## config.mk

```make
export PLATFORM = sky130hd
export DESIGN_NAME = midi_poly_synth_flat
export DESIGN_NICKNAME = d
export VERILOG_FILES = /design/src/rtl/midi_poly_synth_pkg.sv /design/src/rtl/midi_poly_synth_if.sv /design/src/rtl/midi_poly_synth_square_voice.sv /design/src/rtl/midi_poly_synth.sv /design/src/flat_wrapper.sv
export SDC_FILE = /design/constraint.sdc
export NUM_CORES = 1
export LEC_CHECK = 0
export CAP_MARGIN = 10
export CORE_MARGIN = 2
export CORE_UTILIZATION = 55
export CTS_CLUSTER_DIAMETER = 100
export DETAILED_ROUTE_END_ITERATION = 7
export PLACE_DENSITY = 0.72
export SLEW_MARGIN = 20
export SYNTH_ARGS = -nofsm -noshare
export SYNTH_HDL_FRONTEND = slang
export SYNTH_SLANG_ARGS = --single-unit
```

## constraint.sdc

```tcl
create_clock -name clk -period 4.5 [get_ports clk]
set_input_delay 0.9 -clock clk [delete_from_list [all_inputs] [get_ports clk]]
set_output_delay 0.9 -clock clk [all_outputs]
set_load 0.05 [all_outputs]
```

## src/rtl/midi_poly_synth_pkg.sv

```systemverilog
// Shared definitions for the polyphonic MIDI synth: status nibbles,
// parser states and the note-to-period lookup.
package midi_pkg;

  localparam logic [3:0] NOTE_OFF     = 4'h8;
  localparam logic [3:0] NOTE_ON      = 4'h9;
  localparam logic [7:0] REALTIME_MIN = 8'hF8;
  localparam int         REF_OCTAVE   = 4;

  typedef enum logic [1:0] {
    IDLE,
    NOTE,
    VEL
  } parse_state_e;

  // Periods in 12 MHz clocks for the reference octave (notes 48..59)
  function automatic logic [16:0] basePeriod(input logic [3:0] idx);
    case (idx)
      4'd0:    basePeriod = 17'd91736;
      4'd1:    basePeriod = 17'd86587;
      4'd2:    basePeriod = 17'd81728;
      4'd3:    basePeriod = 17'd77141;
      4'd4:    basePeriod = 17'd72811;
      4'd5:    basePeriod = 17'd68724;
      4'd6:    basePeriod = 17'd64867;
      4'd7:    basePeriod = 17'd61227;
      4'd8:    basePeriod = 17'd57790;
      4'd9:    basePeriod = 17'd54547;
      4'd10:   basePeriod = 17'd51485;
      4'd11:   basePeriod = 17'd48596;
      default: basePeriod = 17'd0;
    endcase
  endfunction

  // Octaves below the reference double the period, octaves above halve it
  function automatic logic [31:0] notePeriod(input logic [6:0] note);
    logic [3:0]  oct;
    logic [3:0]  idx;
    logic [31:0] base;
    oct  = 4'(note / 7'd12);
    idx  = 4'(note % 7'd12);
    base = {15'd0, basePeriod(idx)};
    if (oct < 4'(REF_OCTAVE)) begin
      notePeriod = base << (4'(REF_OCTAVE) - oct);
    end else begin
      notePeriod = base >> (oct - 4'(REF_OCTAVE));
    end
  endfunction

endpackage

```

## src/rtl/midi_poly_synth_if.sv

```systemverilog
// Byte stream from the UART receiver into the synth.
interface midi_poly_synth_if;

  logic       rx_valid;
  logic [7:0] rx_byte;

  modport master (output rx_valid, output rx_byte);
  modport slave  (input  rx_valid, input  rx_byte);

endinterface

```

## src/rtl/midi_poly_synth_square_voice.sv

```systemverilog
// One square-wave oscillator voice: gate, free-running counter and duty compare.
module square_voice #(
  parameter int CNT_W      = 25,
  parameter int DUTY_SHIFT = 2
) (
  input  logic             clk,
  input  logic             resetq,
  input  logic             load_i,
  input  logic             release_i,
  input  logic [CNT_W-1:0] period_i,
  output logic             gate_o,
  output logic             buzz_o
);

  logic             gate_q, gate_d;
  logic [CNT_W-1:0] cnt_q, cnt_d;
  logic [CNT_W-1:0] period_q, period_d;

  // A load restarts the waveform from the top of its high phase and takes
  // priority over the counter wrap; a release parks the counter at zero.
  always_comb begin
    gate_d   = gate_q;
    cnt_d    = cnt_q;
    period_d = period_q;
    if (load_i) begin
      gate_d   = 1'b1;
      cnt_d    = '0;
      period_d = period_i;
    end else if (release_i) begin
      gate_d = 1'b0;
      cnt_d  = '0;
    end else if (gate_q) begin
      cnt_d = (cnt_q == period_q - CNT_W'(1)) ? '0 : cnt_q + CNT_W'(1);
    end
  end

  // Voice state register, cleared asynchronously
  always_ff @(posedge clk or negedge resetq) begin
    if (!resetq) begin
      gate_q   <= 1'b0;
      cnt_q    <= '0;
      period_q <= '0;
    end else begin
      gate_q   <= gate_d;
      cnt_q    <= cnt_d;
      period_q <= period_d;
    end
  end

  assign gate_o = gate_q;
  assign buzz_o = gate_q && (cnt_q < (period_q >> DUTY_SHIFT));

endmodule

```

## src/rtl/midi_poly_synth.sv

```systemverilog
// Polyphonic MIDI square-wave synth: byte parser with running status,
// voice allocator with retrigger/free/steal priority, and VOICES oscillators.
module midi_poly_synth
  import midi_pkg::*;
#(
  parameter int VOICES     = 4,
  parameter int CHANNEL    = 0,
  parameter int CNT_W      = 25,
  parameter int DUTY_SHIFT = 2
) (
  input  logic                  clk,
  input  logic                  resetq,
  midi_poly_synth_if.slave      rx,
  output logic                  buzz,
  output logic [VOICES-1:0]     voice_buzz,
  output logic [VOICES-1:0]     voice_gate,
  output logic [7*VOICES-1:0]   voice_note
);

  localparam int         PTR_W    = (VOICES > 1) ? $clog2(VOICES) : 1;
  localparam logic [3:0] CHAN_NIB = 4'(CHANNEL);
  localparam bit         OMNI     = (CHANNEL == 16);

  parse_state_e state_q, state_d;
  logic         statusOn_q, statusOn_d;
  logic [6:0]   noteLatch_q, noteLatch_d;
  logic         cmdValid_q, cmdValid_d;
  logic         cmdOn_q, cmdOn_d;
  logic [6:0]   cmdNote_q, cmdNote_d;

  logic [3:0]   statusHi;
  logic         chanMatch;

  logic [6:0]        note_q [VOICES];
  logic [6:0]        note_d [VOICES];
  logic [PTR_W-1:0]  stealPtr_q, stealPtr_d;
  logic [VOICES-1:0] loadVec;
  logic [VOICES-1:0] releaseVec;
  logic [CNT_W-1:0]  loadPeriod;

  assign statusHi  = rx.rx_byte[7:4];
  assign chanMatch = OMNI || (rx.rx_byte[3:0] == CHAN_NIB);

  // Parser: realtime bytes pass through untouched, note status bytes arm
  // running status, any other status drops it, and every completed
  // note/velocity pair becomes a one-cycle command.
  always_comb begin
    state_d     = state_q;
    statusOn_d  = statusOn_q;
    noteLatch_d = noteLatch_q;
    cmdValid_d  = 1'b0;
    cmdOn_d     = cmdOn_q;
    cmdNote_d   = cmdNote_q;
    if (rx.rx_valid) begin
      if (rx.rx_byte >= REALTIME_MIN) begin
        state_d = state_q;
      end else if (rx.rx_byte[7]) begin
        if (((statusHi == NOTE_OFF) || (statusHi == NOTE_ON)) && chanMatch) begin
          state_d    = NOTE;
          statusOn_d = (statusHi == NOTE_ON);
        end else begin
          state_d    = IDLE;
          statusOn_d = 1'b0;
        end
      end else begin
        case (state_q)
          NOTE: begin
            noteLatch_d = rx.rx_byte[6:0];
            state_d     = VEL;
          end
          VEL: begin
            cmdValid_d = 1'b1;
            cmdOn_d    = statusOn_q && (rx.rx_byte[6:0] != 7'd0);
            cmdNote_d  = noteLatch_q;
            state_d    = NOTE;
          end
          default: state_d = IDLE;
        endcase
      end
    end
  end

  // Parser and command registers
  always_ff @(posedge clk or negedge resetq) begin
    if (!resetq) begin
      state_q     <= IDLE;
      statusOn_q  <= 1'b0;
      noteLatch_q <= 7'd0;
      cmdValid_q  <= 1'b0;
      cmdOn_q     <= 1'b0;
      cmdNote_q   <= 7'd0;
    end else begin
      state_q     <= state_d;
      statusOn_q  <= statusOn_d;
      noteLatch_q <= noteLatch_d;
      cmdValid_q  <= cmdValid_d;
      cmdOn_q     <= cmdOn_d;
      cmdNote_q   <= cmdNote_d;
    end
  end

  // Allocator: a note-on retriggers a voice already sounding that note,
  // else takes the lowest idle voice, else steals round-robin. A note-off
  // silences every voice sounding that note. Loops run high-to-low so the
  // lowest matching index is the one that sticks.
  always_comb begin
    logic             hitFound, freeFound;
    logic [PTR_W-1:0] hitIdx, freeIdx, target;
    hitFound   = 1'b0;
    freeFound  = 1'b0;
    hitIdx     = '0;
    freeIdx    = '0;
    target     = '0;
    loadVec    = '0;
    releaseVec = '0;
    stealPtr_d = stealPtr_q;
    note_d     = note_q;
    for (int v = VOICES - 1; v >= 0; v--) begin
      if (voice_gate[v] && (note_q[v] == cmdNote_q)) begin
        hitFound = 1'b1;
        hitIdx   = PTR_W'(v);
      end
      if (!voice_gate[v]) begin
        freeFound = 1'b1;
        freeIdx   = PTR_W'(v);
      end
    end
    if (cmdValid_q) begin
      if (cmdOn_q) begin
        if (hitFound) begin
          target = hitIdx;
        end else if (freeFound) begin
          target = freeIdx;
        end else begin
          target     = stealPtr_q;
          stealPtr_d = (stealPtr_q == PTR_W'(VOICES - 1)) ? '0 : stealPtr_q + PTR_W'(1);
        end
        loadVec[target] = 1'b1;
        note_d[target]  = cmdNote_q;
      end else begin
        for (int v = 0; v < VOICES; v++) begin
          if (voice_gate[v] && (note_q[v] == cmdNote_q)) begin
            releaseVec[v] = 1'b1;
          end
        end
      end
    end
  end

  // Per-voice note memory and steal pointer
  always_ff @(posedge clk or negedge resetq) begin
    if (!resetq) begin
      stealPtr_q <= '0;
      for (int v = 0; v < VOICES; v++) begin
        note_q[v] <= 7'd0;
      end
    end else begin
      stealPtr_q <= stealPtr_d;
      for (int v = 0; v < VOICES; v++) begin
        note_q[v] <= note_d[v];
      end
    end
  end

  assign loadPeriod = CNT_W'(notePeriod(cmdNote_q));

  for (genvar g = 0; g < VOICES; g++) begin : gVoice
    square_voice #(
      .CNT_W      (CNT_W),
      .DUTY_SHIFT (DUTY_SHIFT)
    ) uVoice (
      .clk       (clk),
      .resetq    (resetq),
      .load_i    (loadVec[g]),
      .release_i (releaseVec[g]),
      .period_i  (loadPeriod),
      .gate_o    (voice_gate[g]),
      .buzz_o    (voice_buzz[g])
    );
    assign voice_note[7*g +: 7] = note_q[g];
  end

  assign buzz = |voice_buzz;

endmodule

```

## src/flat_wrapper.sv

```systemverilog
// flat-port wrapper written by rule: the top's interface ports become plain ports
module midi_poly_synth_flat import midi_pkg::*;
#(
  parameter int VOICES     = 4,
  parameter int CHANNEL    = 0,
  parameter int CNT_W      = 25,
  parameter int DUTY_SHIFT = 2
)
  (clk, resetq, buzz, voice_buzz, voice_gate, voice_note, rx_rx_valid, rx_rx_byte);
  midi_poly_synth_if rx_i ();
  input  logic clk;
  input  logic resetq;
  output logic buzz;
  output logic [VOICES-1:0] voice_buzz;
  output logic [VOICES-1:0] voice_gate;
  output logic [7*VOICES-1:0] voice_note;
  input wire logic [$bits(rx_i.rx_valid)-1:0] rx_rx_valid;
  input wire logic [$bits(rx_i.rx_byte)-1:0] rx_rx_byte;
  assign rx_i.rx_valid = rx_rx_valid;
  assign rx_i.rx_byte = rx_rx_byte;
  midi_poly_synth #(.VOICES(VOICES), .CHANNEL(CHANNEL), .CNT_W(CNT_W), .DUTY_SHIFT(DUTY_SHIFT)) u_core (.clk(clk), .resetq(resetq), .rx(rx_i), .buzz(buzz), .voice_buzz(voice_buzz), .voice_gate(voice_gate), .voice_note(voice_note));
endmodule
```

==> run summary <==
The run finished with clean final reports. The worst setup path is captured at an output port. The clock insertion delay at the later pin of the skew report is about 600 ps. Setup total negative slack on the finished layout was measured at 0 ps. The port buffer count came out at 47. The tree is rooted in a sky130_fd_sc_hd__clkbuf_16. STA puts the critical path data required time at roughly 3600 ps. The setup skew after layout came out at between 15 and 20 ps. The final cell area excluding filler cells came out at 22,700 um2. The hold buffer count at CTS is 0. The count of endpoints failing hold in the final timing report is 0. The growth of design area from synthesis to finish came out at 11.4%. The final worst slack is 140 ps. For this run, the number of Yosys warnings is 0. The mean instance size in the synthesized netlist is 8.37 um2. The remaining routing DRC violations came out at 0. The average wire length per cell after detail routing came out at 21.0 um. The critical path arrival is 3460 ps.

The count of H-tree levels built during CTS is 1. The largest fanout on the critical path came out at 6. The die span in y is 196 um.

The number of antenna violations at the first check in global routing was 0. The post-synthesis net count is ~2,600. The number of core rows came out at 70. The minimum period implied by the final worst setup slack came out at 4360 ps. The total of fill cells in the finished design came out at 3,184. Across the run, the number of max-cap violations was 0. The number of synthesized flops with an enable pin came out at 0.

The count of nets left with antenna violations once routing finished came out at 0. The worst ir drop on vdd came out at 730 uV. The worst max-slew margin expressed relative to the limit came out at between 40% and 50%. The total iterations of the first detailed-routing run came out at 6. STA classifies the critical path startpoint as a register.

The setup check on the worst reg-to-reg path leaves a slack of 320 ps. The synthesized netlist occupies a cell area of 20,400 um2. The async set-or-reset flop fraction in the synthesized netlist is 100%.

The maximum clock frequency came out at 0.229 GHz. The total overflow reported by the global router is 0. The path class of the lowest-slack min-delay path is in -> async.

The utilization after layout came out at 62.1%. For this design the top-level I/O count stands at 48. The synthesized design devotes to its leading area cell type 31.1% of total area.

Summed over all layers, the routed wires come to about 62,000 um. The worst setup path is of the reg -> out kind. The clock passes through at most 3 buffers.

At the pin with the least slew margin, the transition time is just under 900 ps. The area of the die came out at approximately 39,000 um2. Ranked by total cell area, the synthesized netlist is headed by sky130_fd_sc_hd__dfrtp_1 31%, sky130_fd_sc_hd__ha_1 6.6%, sky130_fd_sc_hd__mux2_2 5.5%.

The detailed router finished its first iteration with 1,706 violations. The global-route wire length before repair is between 100,000 and 150,000 um. The power density over the cells came out at 806 nW/um2.

The via-per-instance ratio came out at 6.44. The tree built by TritonCTS fans out to 253 sinks. Before CTS, the worst setup slack after placement is roughly 390 ps. The placeable core region is 36,500 um2. The number of cells produced by synthesis came out at about 2,400. The endpoint of the worst register-to-register path is u_core.gVoice[1].uVoice.cnt_q[24]$_DFFE_PN0P_. The via count of the first global-routing pass came out at 18,100. Routability-driven placement finished with a final weighted congestion of roughly 0.99. The synthesized netlist contains 96 unique library cells. The count of final max-slew check failures came to 0. The flip-flop cell with the highest count after synthesis is sky130_fd_sc_hd__dfrtp_1. Clock-pin slew was measured on the worst setup and hold paths at approximately 60 ps. Cells with a size suffix above 1 make up 12.6% of the layout. The number of nets in the layout came out at 2,594. The final cycle utilization of the critical path came out at ~97%.

TritonCTS built the clock tree. The starting density of the core is a little under three fifths. The global-route usage over all layers is 32.6%. The number of buffers added by the clock tree synthesis step is 29.

The worst reg2reg path depth came out at 9. The number of antenna cells inserted came out at 0. Setup violations remaining at the end of the flow were counted as 0.

The synthesized design spends more area on one cell type than any other, namely sky130_fd_sc_hd__dfrtp_1. The largest net degree at the start of global routing came out at 102. The flip-flop and latch count after synthesis came out at 253.

The final route contains 19,100 vias. In this run the critical register-to-register path is launched from u_core.gVoice[1].uVoice.period_q[8]$_DFFE_PN0P_. After detailed placement, the total cell area comes to around 22,000 um2.

The standby leakage power is 0.0102 uW. The share of the yosys chip area belonging to registers came out at 31.1%. The detailed placement HPWL came out at 47,100 um. The width of the chip came out at 196 um.
cell families (layout without fill, tap and decap cells):
logic type	after synthesis	in the layout	synth area share [%]
flip-flops	253	253	31.1
adder cells (fa/ha/maj)	107	107	6.57
buffers and inverters	271	335	5.57
AND/OR/NAND/NOR	844	844	21.4
AO/OA/AOI/OAI	657	657	20.7
multiplexers	142	142	7.81
XOR/XNOR	160	160	6.88
registers in the layout, indices dropped and copies added (netlist names):
name and cells:
u_core.cmdOn_q 1, u_core.statusOn_q 1, u_core.gVoice.uVoice.period_q 100, u_core.cmdValid_q 1
u_core.voice_note 28, u_core.state_q 2, u_core.gVoice.uVoice.gate_o 4, u_core.cmdNote_q 7
u_core.stealPtr_q 2, u_core.noteLatch_q 7, u_core.gVoice.uVoice.cnt_q 100
through the flow:
| step | power (uW) | std cells | hold WS [ps] |
|---|---|---|---|
| CTS | 18000 | 2962 | 345 |
| global placement | 15400 | 2909 | 467 |
| finish | 18300 | 2966 | 287 |
| detailed placement | 15400 | 2909 | 480 |
| floorplan | 10800 | 2434 | 446 |
| global route | 19400 | 2966 | 362 |
area by class of cell:
class | count | area [um2] | area share [%]
inverter | 130 | 488 | 2.15
multi-input combinational | 1910 | 12900 | 57.0
timing repair buffer | 152 | 1340 | 5.92
tap | 468 | 586 | 2.58
clock inverter | 16 | 209 | 0.921
sequential | 253 | 6340 | 27.9
clock buffer | 37 | 796 | 3.51
power by group:
group          internal (uW)  switching, uW
Combinational           4670           7850
Sequential              2620            628
Clock                   1480           1040
Total                   8770           9520
synth_stat cells (10+ instances only):
library cell / n
sky130_fd_sc_hd__o21ai_1: 56
sky130_fd_sc_hd__o211ai_1: 22
sky130_fd_sc_hd__buf_2: 40
sky130_fd_sc_hd__nand2b_1: 27
sky130_fd_sc_hd__a31oi_1: 32
sky130_fd_sc_hd__nor3b_1: 13
sky130_fd_sc_hd__a21o_1: 43
sky130_fd_sc_hd__and2_1: 12
sky130_fd_sc_hd__clkbuf_1: 85
sky130_fd_sc_hd__a22oi_1: 10
sky130_fd_sc_hd__ha_1: 107
sky130_fd_sc_hd__nand2_1: 242
sky130_fd_sc_hd__mux2_2: 100
sky130_fd_sc_hd__o21a_1: 13
sky130_fd_sc_hd__buf_4: 10
sky130_fd_sc_hd__o21ai_0: 181
sky130_fd_sc_hd__or4_1: 18
sky130_fd_sc_hd__xor2_1: 75
sky130_fd_sc_hd__inv_1: 122
sky130_fd_sc_hd__and3_1: 62
sky130_fd_sc_hd__a211oi_1: 16
sky130_fd_sc_hd__nor4_1: 45
sky130_fd_sc_hd__xnor2_1: 85
sky130_fd_sc_hd__nand4_1: 45
sky130_fd_sc_hd__o31ai_1: 21
sky130_fd_sc_hd__nor3_1: 62
sky130_fd_sc_hd__nor2_1: 134
sky130_fd_sc_hd__dfrtp_1: 253
sky130_fd_sc_hd__mux2i_1: 34
sky130_fd_sc_hd__nand3_1: 95
sky130_fd_sc_hd__a21oi_1: 123
sky130_fd_sc_hd__nor2b_1: 25
worst max-delay path by stage:
| stage | startpoint | to |
|---|---|---|
| floorplan | u_core.cmdNote_q[3]$_DFFE_PN0P_ | u_core.gVoice[0].uVoice.period_q[10]$_DFFE_PN0P_ |
| finish | u_core.gVoice[2].uVoice.period_q[3]$_DFFE_PN0P_ | voice_buzz[2] |
| detailed placement | u_core.gVoice[1].uVoice.period_q[8]$_DFFE_PN0P_ | u_core.gVoice[1].uVoice.cnt_q[24]$_DFFE_PN0P_ |
| global route | u_core.gVoice[1].uVoice.period_q[14]$_DFFE_PN0P_ | buzz |
| CTS | u_core.gVoice[1].uVoice.period_q[14]$_DFFE_PN0P_ | buzz |
| global placement | u_core.gVoice[1].uVoice.period_q[8]$_DFFE_PN0P_ | u_core.gVoice[1].uVoice.cnt_q[10]$_DFFE_PN0P_ |
per-layer routing:
| metal | wire length (um) | track usage (%) | share of wire (%) |
|---|---|---|---|
| met1 | 27500 | 45.5 | 44 |
| met2 | 29000 | 53.0 | 47 |
| met3 | 3840 | 4.31 | 6.2 |
| met4 | 1860 | 9.37 | 3.0 |
| met5 | 0 | 0 | 0 |
worst max-delay path, stage by stage, from the launching register on:
cell and delay, ps:
sky130_fd_sc_hd__dfrtp_1 450, sky130_fd_sc_hd__inv_1 70, sky130_fd_sc_hd__ha_1 270, sky130_fd_sc_hd__a21o_1 150, sky130_fd_sc_hd__a21o_1 180, sky130_fd_sc_hd__a21o_1 180
sky130_fd_sc_hd__a21o_1 190, sky130_fd_sc_hd__a21oi_1 180, sky130_fd_sc_hd__o31a_1 190, sky130_fd_sc_hd__o31ai_1 80, sky130_fd_sc_hd__a31oi_1 340, sky130_fd_sc_hd__dlygate4sd2_1 580
placed cells by master, fill, tap and decap left out, types with 25 or more instances in the layout:
master	instances
sky130_fd_sc_hd__nor4_1	45
sky130_fd_sc_hd__xor2_1	75
sky130_fd_sc_hd__clkdlybuf4s50_1	41
sky130_fd_sc_hd__inv_1	122
sky130_fd_sc_hd__a21oi_1	122
sky130_fd_sc_hd__ha_1	107
sky130_fd_sc_hd__nor2_1	134
sky130_fd_sc_hd__nor3_1	62
sky130_fd_sc_hd__buf_4	101
sky130_fd_sc_hd__and3_1	62
sky130_fd_sc_hd__a21o_1	43
sky130_fd_sc_hd__nand2b_1	27
sky130_fd_sc_hd__nor2b_1	25
sky130_fd_sc_hd__dfrtp_1	246
sky130_fd_sc_hd__mux2_2	100
sky130_fd_sc_hd__nand2_1	241
sky130_fd_sc_hd__nand4_1	45
sky130_fd_sc_hd__clkbuf_16	29
sky130_fd_sc_hd__a31oi_1	32
sky130_fd_sc_hd__nand3_1	95
sky130_fd_sc_hd__xnor2_1	85
sky130_fd_sc_hd__mux2i_1	34
sky130_fd_sc_hd__o21ai_0	180
sky130_fd_sc_hd__o21ai_1	57
timing repair:
| action | CTS | global route |
|---|---|---|
| setup endpoints to repair | 2 | 3 |
| resized for setup | 2 | 9 |
| setup buffers | 0 | 4 |
| pin swaps | 0 | 1 |
Note: power is estimated with default switching activity, not from simulation.
